### config.mk
export PLATFORM = sky130hd
export DESIGN_NAME = telemetry_decoder
export DESIGN_NICKNAME = d
export VERILOG_FILES = /design/src/rtl/telemetry_pkg.sv /design/src/rtl/axis_skid.sv /design/src/rtl/telemetry_decoder.sv
export SDC_FILE = /design/constraint.sdc
export NUM_CORES = 1
export LEC_CHECK = 0
export BUFFER_PORTS_ARGS = -buffer_cell sky130_fd_sc_hd__buf_2
export CAP_MARGIN = 20
export CORE_ASPECT_RATIO = 0.6
export CORE_UTILIZATION = 39
export DETAILED_ROUTE_END_ITERATION = 7
export GPL_ROUTABILITY_DRIVEN = 0
export GPL_TIMING_DRIVEN = 0
export MAX_ROUTING_LAYER = met4
export PLACE_DENSITY = 0.66
export SYNTH_ARGS = -nofsm -noshare
export SYNTH_HDL_FRONTEND = slang
export SYNTH_SLANG_ARGS = --single-unit
### constraint.sdc
create_clock -name clock -period 2.9 [get_ports clock]
set_input_delay 0.145 -clock clock [delete_from_list [all_inputs] [get_ports clock]]
set_output_delay 0.145 -clock clock [all_outputs]
set_load 0.02 [all_outputs]
### src/rtl/telemetry_pkg.sv
// Shared definitions for the telemetry stream decoder: record field layout, error codes, FSM states.
// Optional duplicate-record checking in the top is enabled by defining TELEMETRY_DUP_CHECK_EN.
package telemetry_pkg;

  localparam int USB_MSB = 15;
  localparam int USB_LSB = 12;
  localparam int CTL_MSB = 11;
  localparam int CTL_LSB = 8;
  localparam int BLK_MSB = 7;
  localparam int BLK_LSB = 0;

  localparam logic [1:0] ERR_NONE  = 2'd0;
  localparam logic [1:0] ERR_SHORT = 2'd1;
  localparam logic [1:0] ERR_ODD   = 2'd2;
  localparam logic [1:0] ERR_LONG  = 2'd3;

  typedef enum logic [1:0] {
    ST_LO   = 2'd0,
    ST_HI   = 2'd1,
    ST_DROP = 2'd2
  } state_e;

  typedef struct packed {
    logic        last;
    logic [2:0]  index;
    logic [15:0] data;
  } rec_t;

  // Records travel low byte first on the wire.
  function automatic logic [15:0] pack_record(input logic [7:0] hi, input logic [7:0] lo);
    return {hi, lo};
  endfunction

endpackage

### src/rtl/axis_skid.sv
// One-entry valid/ready holding register; the payload stays stable while the consumer stalls.
// Accepts a new word whenever the register is empty or is being drained in the same cycle.
module axis_skid #(
  parameter int WIDTH = 8
) (
  input  logic             clock,
  input  logic             reset_n,
  input  logic             in_valid,
  output logic             in_ready,
  input  logic [WIDTH-1:0] in_data,
  output logic             out_valid,
  input  logic             out_ready,
  output logic [WIDTH-1:0] out_data
);

  logic             valid_q, valid_d;
  logic [WIDTH-1:0] data_q, data_d;

  assign in_ready = !valid_q || out_ready;

  always_comb begin
    valid_d = valid_q;
    data_d  = data_q;
    if (in_valid && in_ready) begin
      valid_d = 1'b1;
      data_d  = in_data;
    end else if (out_ready) begin
      valid_d = 1'b0;
    end
  end

  always_ff @(posedge clock or negedge reset_n) begin
    if (!reset_n) begin
      valid_q <= 1'b0;
      data_q  <= '0;
    end else begin
      valid_q <= valid_d;
      data_q  <= data_d;
    end
  end

  assign out_valid = valid_q;
  assign out_data  = data_q;

endmodule

### src/rtl/telemetry_decoder.sv
// Reassembles 16-bit telemetry records from an 8-bit AXI-S byte stream and checks frame framing.
// Define TELEMETRY_DUP_CHECK_EN to flag records identical to the previously emitted one.
module telemetry_decoder
  import telemetry_pkg::*;
#(
  parameter int RECORDS = 8,
  parameter int CWIDTH  = 16
) (
  input  logic              clock,
  input  logic              reset_n,
  input  logic              s_tvalid,
  output logic              s_tready,
  input  logic              s_tlast,
  input  logic [7:0]        s_tdata,
  output logic              m_tvalid,
  input  logic              m_tready,
  output logic              m_tlast,
  output logic [2:0]        m_index,
  output logic [3:0]        m_usb_state,
  output logic [3:0]        m_ctl_state,
  output logic [7:0]        m_blk_state,
  output logic              err_o,
  output logic [1:0]        err_code_o,
  output logic [CWIDTH-1:0] rec_count_o,
  output logic [CWIDTH-1:0] err_count_o
);

  localparam logic [2:0] LAST_IDX = 3'(RECORDS - 1);

  state_e            state_q, state_d;
  logic [7:0]        lo_q, lo_d;
  logic [2:0]        idx_q, idx_d;
  logic              err_q, err_d;
  logic [1:0]        err_code_q, err_code_d;
  logic [CWIDTH-1:0] rec_count_q, rec_count_d;
  logic [CWIDTH-1:0] err_count_q, err_count_d;

  rec_t rec_in;
  rec_t out_rec;
  logic rec_load;
  logic skid_ready;
  logic s_fire;
  logic m_fire;
  logic dup_hit;

  // A high byte may only be taken when the output register can absorb the finished record.
  assign s_tready = (state_q != ST_HI) || skid_ready;
  assign s_fire   = s_tvalid && s_tready;
  assign m_fire   = m_tvalid && m_tready;

`ifdef TELEMETRY_DUP_CHECK_EN
  logic [15:0] last_rec_q, last_rec_d;
  logic        last_rec_valid_q, last_rec_valid_d;

  assign dup_hit          = m_fire && last_rec_valid_q && (out_rec.data == last_rec_q);
  assign last_rec_d       = m_fire ? out_rec.data : last_rec_q;
  assign last_rec_valid_d = last_rec_valid_q || m_fire;
`else
  assign dup_hit = 1'b0;
`endif

  always_comb begin
    state_d      = state_q;
    lo_d         = lo_q;
    idx_d        = idx_q;
    err_d        = 1'b0;
    err_code_d   = err_code_q;
    rec_load     = 1'b0;
    rec_in.last  = 1'b0;
    rec_in.index = idx_q;
    rec_in.data  = pack_record(s_tdata, lo_q);

    if (s_fire) begin
      case (state_q)
        ST_LO: begin
          if (s_tlast) begin
            err_d      = 1'b1;
            err_code_d = ERR_ODD;
            idx_d      = '0;
          end else begin
            lo_d    = s_tdata;
            state_d = ST_HI;
          end
        end
        ST_HI: begin
          rec_load = 1'b1;
          state_d  = ST_LO;
          if (idx_q == LAST_IDX) begin
            rec_in.last = 1'b1;
            idx_d       = '0;
            if (!s_tlast) begin
              err_d      = 1'b1;
              err_code_d = ERR_LONG;
              state_d    = ST_DROP;
            end
          end else if (s_tlast) begin
            rec_in.last = 1'b1;
            idx_d       = '0;
            err_d       = 1'b1;
            err_code_d  = ERR_SHORT;
          end else begin
            idx_d = idx_q + 3'd1;
          end
        end
        ST_DROP: begin
          if (s_tlast) begin
            state_d = ST_LO;
            idx_d   = '0;
          end
        end
        default: state_d = ST_LO;
      endcase
    end

    // A framing error in the same cycle keeps its more informative code.
    if (dup_hit && !err_d) begin
      err_d      = 1'b1;
      err_code_d = ERR_NONE;
    end

    rec_count_d = rec_count_q;
    if (m_fire && (rec_count_q != {CWIDTH{1'b1}})) begin
      rec_count_d = rec_count_q + 1'b1;
    end
    err_count_d = err_count_q;
    if (err_d && (err_count_q != {CWIDTH{1'b1}})) begin
      err_count_d = err_count_q + 1'b1;
    end
  end

  always_ff @(posedge clock or negedge reset_n) begin
    if (!reset_n) begin
      state_q          <= ST_LO;
      lo_q             <= '0;
      idx_q            <= '0;
      err_q            <= 1'b0;
      err_code_q       <= ERR_NONE;
      rec_count_q      <= '0;
      err_count_q      <= '0;
`ifdef TELEMETRY_DUP_CHECK_EN
      last_rec_q       <= '0;
      last_rec_valid_q <= 1'b0;
`endif
    end else begin
      state_q          <= state_d;
      lo_q             <= lo_d;
      idx_q            <= idx_d;
      err_q            <= err_d;
      err_code_q       <= err_code_d;
      rec_count_q      <= rec_count_d;
      err_count_q      <= err_count_d;
`ifdef TELEMETRY_DUP_CHECK_EN
      last_rec_q       <= last_rec_d;
      last_rec_valid_q <= last_rec_valid_d;
`endif
    end
  end

  axis_skid #(
    .WIDTH($bits(rec_t))
  ) u_out_skid (
    .clock    (clock),
    .reset_n  (reset_n),
    .in_valid (rec_load),
    .in_ready (skid_ready),
    .in_data  (rec_in),
    .out_valid(m_tvalid),
    .out_ready(m_tready),
    .out_data (out_rec)
  );

  assign m_tlast     = out_rec.last;
  assign m_index     = out_rec.index;
  assign m_usb_state = out_rec.data[USB_MSB:USB_LSB];
  assign m_ctl_state = out_rec.data[CTL_MSB:CTL_LSB];
  assign m_blk_state = out_rec.data[BLK_MSB:BLK_LSB];
  assign err_o       = err_q;
  assign err_code_o  = err_code_q;
  assign rec_count_o = rec_count_q;
  assign err_count_o = err_count_q;

endmodule

==> run metrics <==
Hold Crit Start=s_tvalid; postcts setup bufs=0; htree depth=3; CP required=3.16 ns; max-cap violations=0; die height=72.60 µm; DP HPWL=4876 µm; number of cells on the worst hold path=2; leading cell types by count after synthesis=dfrtp_1 (69), mux2_2 (32), xor2_1 (20); ranking of synthesized cells by area=dfrtp_1 (53%), mux2_2 (11%), xor2_1 (5.4%); setup violators final=0; Mapped Area=3239 µm²; Horiz. Die Dim=119.7 µm; Sw Pwr=0.001151 W; largest family of logic cells by synthesized area=simple AND/OR/NAND/NOR gates; total power=0.003396 W; Syn. warnings=0; via count=2327; Post-synth EDFFs=0; most used cell along the critical path=ha_1; worst r2r src=idx_q[0]; Num Clock Sinks=between 60 and 70; area grow syn2layout=23.87%; core area=7945 µm²; die area=a little under 9000 µm²; DR vias/cell=slightly above 5; Worst-Skew Late Latency=0.33 ns; post-synthesis sequential area ratio=about 53%; switching share of power=33.90%; Compound-Gate Fraction of Synth Area=3.360%; DRC viols=0; sequential fraction of design power=41.9%; top-count cell post-synth=dfrtp_1; clock power share=29.9%; I/O Buffers=69; I/O pin count=70; P per Cell Area=about 850 nW/µm²; Comb pwr share=28.2%; DRT iter0 DRCs=94; period utilization=77.84%; Hold Path Sink=state_q[0]; Finished Cell Area=4013 µm²; Top FF cell, synth=dfrtp_1; reg-to-reg slack, setup=0.64 ns; Synth cell types=50; initial antenna violation count=0; LEAKAGE=just under 2 nW; Peak VDD IR=0.5291 mV; DP Area=approximately 3700 µm²; Final nets=between 300 and 400; delay-heaviest family, CP=adder cells; Num CTS Buffers=9; n_diodes=0; final core occ=50.50%; max frequency=0.4430 GHz; post-synth top area share=53.30%; Synth Net Count=282; setup tns final=0 ns; crit-path max FO=10; layout cells sized above 1=around 40%; Critical Path AT=2.51 ns; Hold Fails Final Rpt=0; min Tclk post-route=roughly 2.3 ns; Initial Util=around two fifths; worst path cell trace=ha_1, ha_1, inv_1, ha_1, mux2_4, nand3_2, buf_4, nor4_1, xor2_1; clk buf depth=2; CP Class=reg -> reg; post-synthesis register bit count=approximately 70; Std-Cell Rows=25; slew margin rel.=41.31%; Slew Limit Fails=0; R2R depth=9; Post-Synthesis Cells=around 260; reg2reg end=err_count_o[6]; Reg clk slew, reported paths=0.05 ns; Async S/R FF share, synth=100.0%; Total Wirelength=6786 µm; Post-Synth Adder-Cell Area=2.704%; critical path endpoint category=flip-flop; unrepaired setup endpoints after global routing=no; kind of start point of the critical path=flip-flop; slowest library cell on the worst path=dfrtp_1; Post-Synth XOR/XNOR Area=between 6 and 7%; Overflow after GRT=0; number of global-route vias before repair=2208; Clk Tree Root Cell=clkbuf_16; syn_area_per_cell=between 10 and 15 µm²; status=finished, final reports clean; clk_skew=about 0.0055 ns; drt wl/cell=14.88 µm; Worst Hold Class=in -> reg; internal power=~0.0022 W; Critical Path Max Stage Delay=0.39 ns; post-route ant nets=0; Simple-Gate Fraction of Synth Area=between 10% and 20%; TritonCTS clock tree=done; drt first pass iters=4; Worst Max-Slew Pin Slew=0.8804 ns; pin count of the biggest net entering global routing=70; multiplexer area fraction after synthesis=12.51%; Global Route Usage Sum=17.87%; Synth area leader=dfrtp_1; first-pass GRT wire length=11210 µm; CP Buf/Inv Count=2
## metrics by stage
stage | hold WS (ns) | instances | setup WS, ns
floorplan | -0.1506 | 262 | 0.9168
global placement | 0.3925 | 439 | 0.7032
detailed placement | 0.3301 | 439 | 0.7008
CTS | 0.03589 | 456 | 0.6319
global route | 0.05805 | 456 | 0.4900
finish | 0.05474 | 456 | 0.6427
## area by class of cell
class,instances,area [µm²]
plain buffers,6,43.79
clock buffers,13,260.3
clock inverters,3,20.02
fillers,757,3933
inverters,8,30.03
multi-input cells,179,1439
flip-flops and latches,69,1727
well taps,108,135.1
repair buffers,70,357.8
## power by group through the flow
stage               logic, W  clock network, W  registers [W]
CTS                 0.000969           0.00105        0.00142
global route         0.00104           0.00109        0.00146
detailed placement  0.000966                 0        0.00143
global placement    0.000951                 0        0.00142
finish              0.000959           0.00102        0.00142
floorplan           0.000367                 0        0.00167
## what timing repair did
action,in CTS,in global routing
hold endpoints to repair,69,0
resized for setup,0,0
hold buffers,1,0
## how the worst max path moves through the flow
stage,start,endpoint,slack [ns],cells after the start
after floorplan,idx_q[0],err_count_o[9],0.92,9
after global placement,idx_q[0],err_count_o[15],0.70,9
after detailed placement,idx_q[0],err_count_o[15],0.70,9
after CTS,idx_q[0],err_count_o[6],0.63,9
after global routing,idx_q[0],err_count_o[6],0.49,9
final,idx_q[0],err_count_o[6],0.64,9
## placed cells by master (no fill, tap or decap), types with 2 or more instances in the layout
| master | count |
|---|---|
| clkbuf_1 | 2 |
| nand3_1 | 10 |
| nand4_1 | 9 |
| and4_1 | 3 |
| nor3_1 | 9 |
| nor4_2 | 3 |
| o21ai_0 | 5 |
| nor4b_1 | 2 |
| nor4_1 | 5 |
| clkbuf_16 | 9 |
| buf_4 | 4 |
| nor2_1 | 13 |
| ha_1 | 7 |
| nand2b_1 | 2 |
| and3_1 | 2 |
| dfrtp_1 | 69 |
| and3_2 | 2 |
| clkinvlp_4 | 2 |
| xor2_1 | 20 |
| nor3_2 | 2 |
| xnor2_1 | 4 |
| inv_1 | 8 |
| mux2i_1 | 3 |
| buf_2 | 70 |
| nand2_1 | 17 |
| o21a_1 | 2 |
| nor4b_2 | 2 |
| mux2_2 | 32 |
| clkbuf_8 | 2 |
| or2_2 | 2 |
## logic make-up after synthesis
family,after synthesis
compound gates,16
buf+inv,14
fa+ha+maj,7
simple gates,96
xor+xnor,24
mux,36
flops,69
## state kept, by name (all words and copies together) (netlist names)
name and cells:
u_out_skid.out_data 20, err_count_o 16, rec_count_o 16, lo_q 8, idx_q 3, err_code_o 2, state_q 2, err_o 1
u_out_skid.out_valid 1
## per-layer routing
| metal | wire length (µm) | vias to the layer above | global-route usage, % | part of all wire [%] |
|---|---|---|---|---|
| li1 | - | 1104 | - | - |
| met1 | 3629 | 1152 | 25.63 | 53 |
| met2 | 2668 | 61 | 22.03 | 39 |
| met3 | 397 | 10 | 7.109 | 5.9 |
| met4 | 91 | 0 | 6.667 | 1.3 |
| met5 | 0 | - | - | 0 |
(Power assumes the default switching activity.)
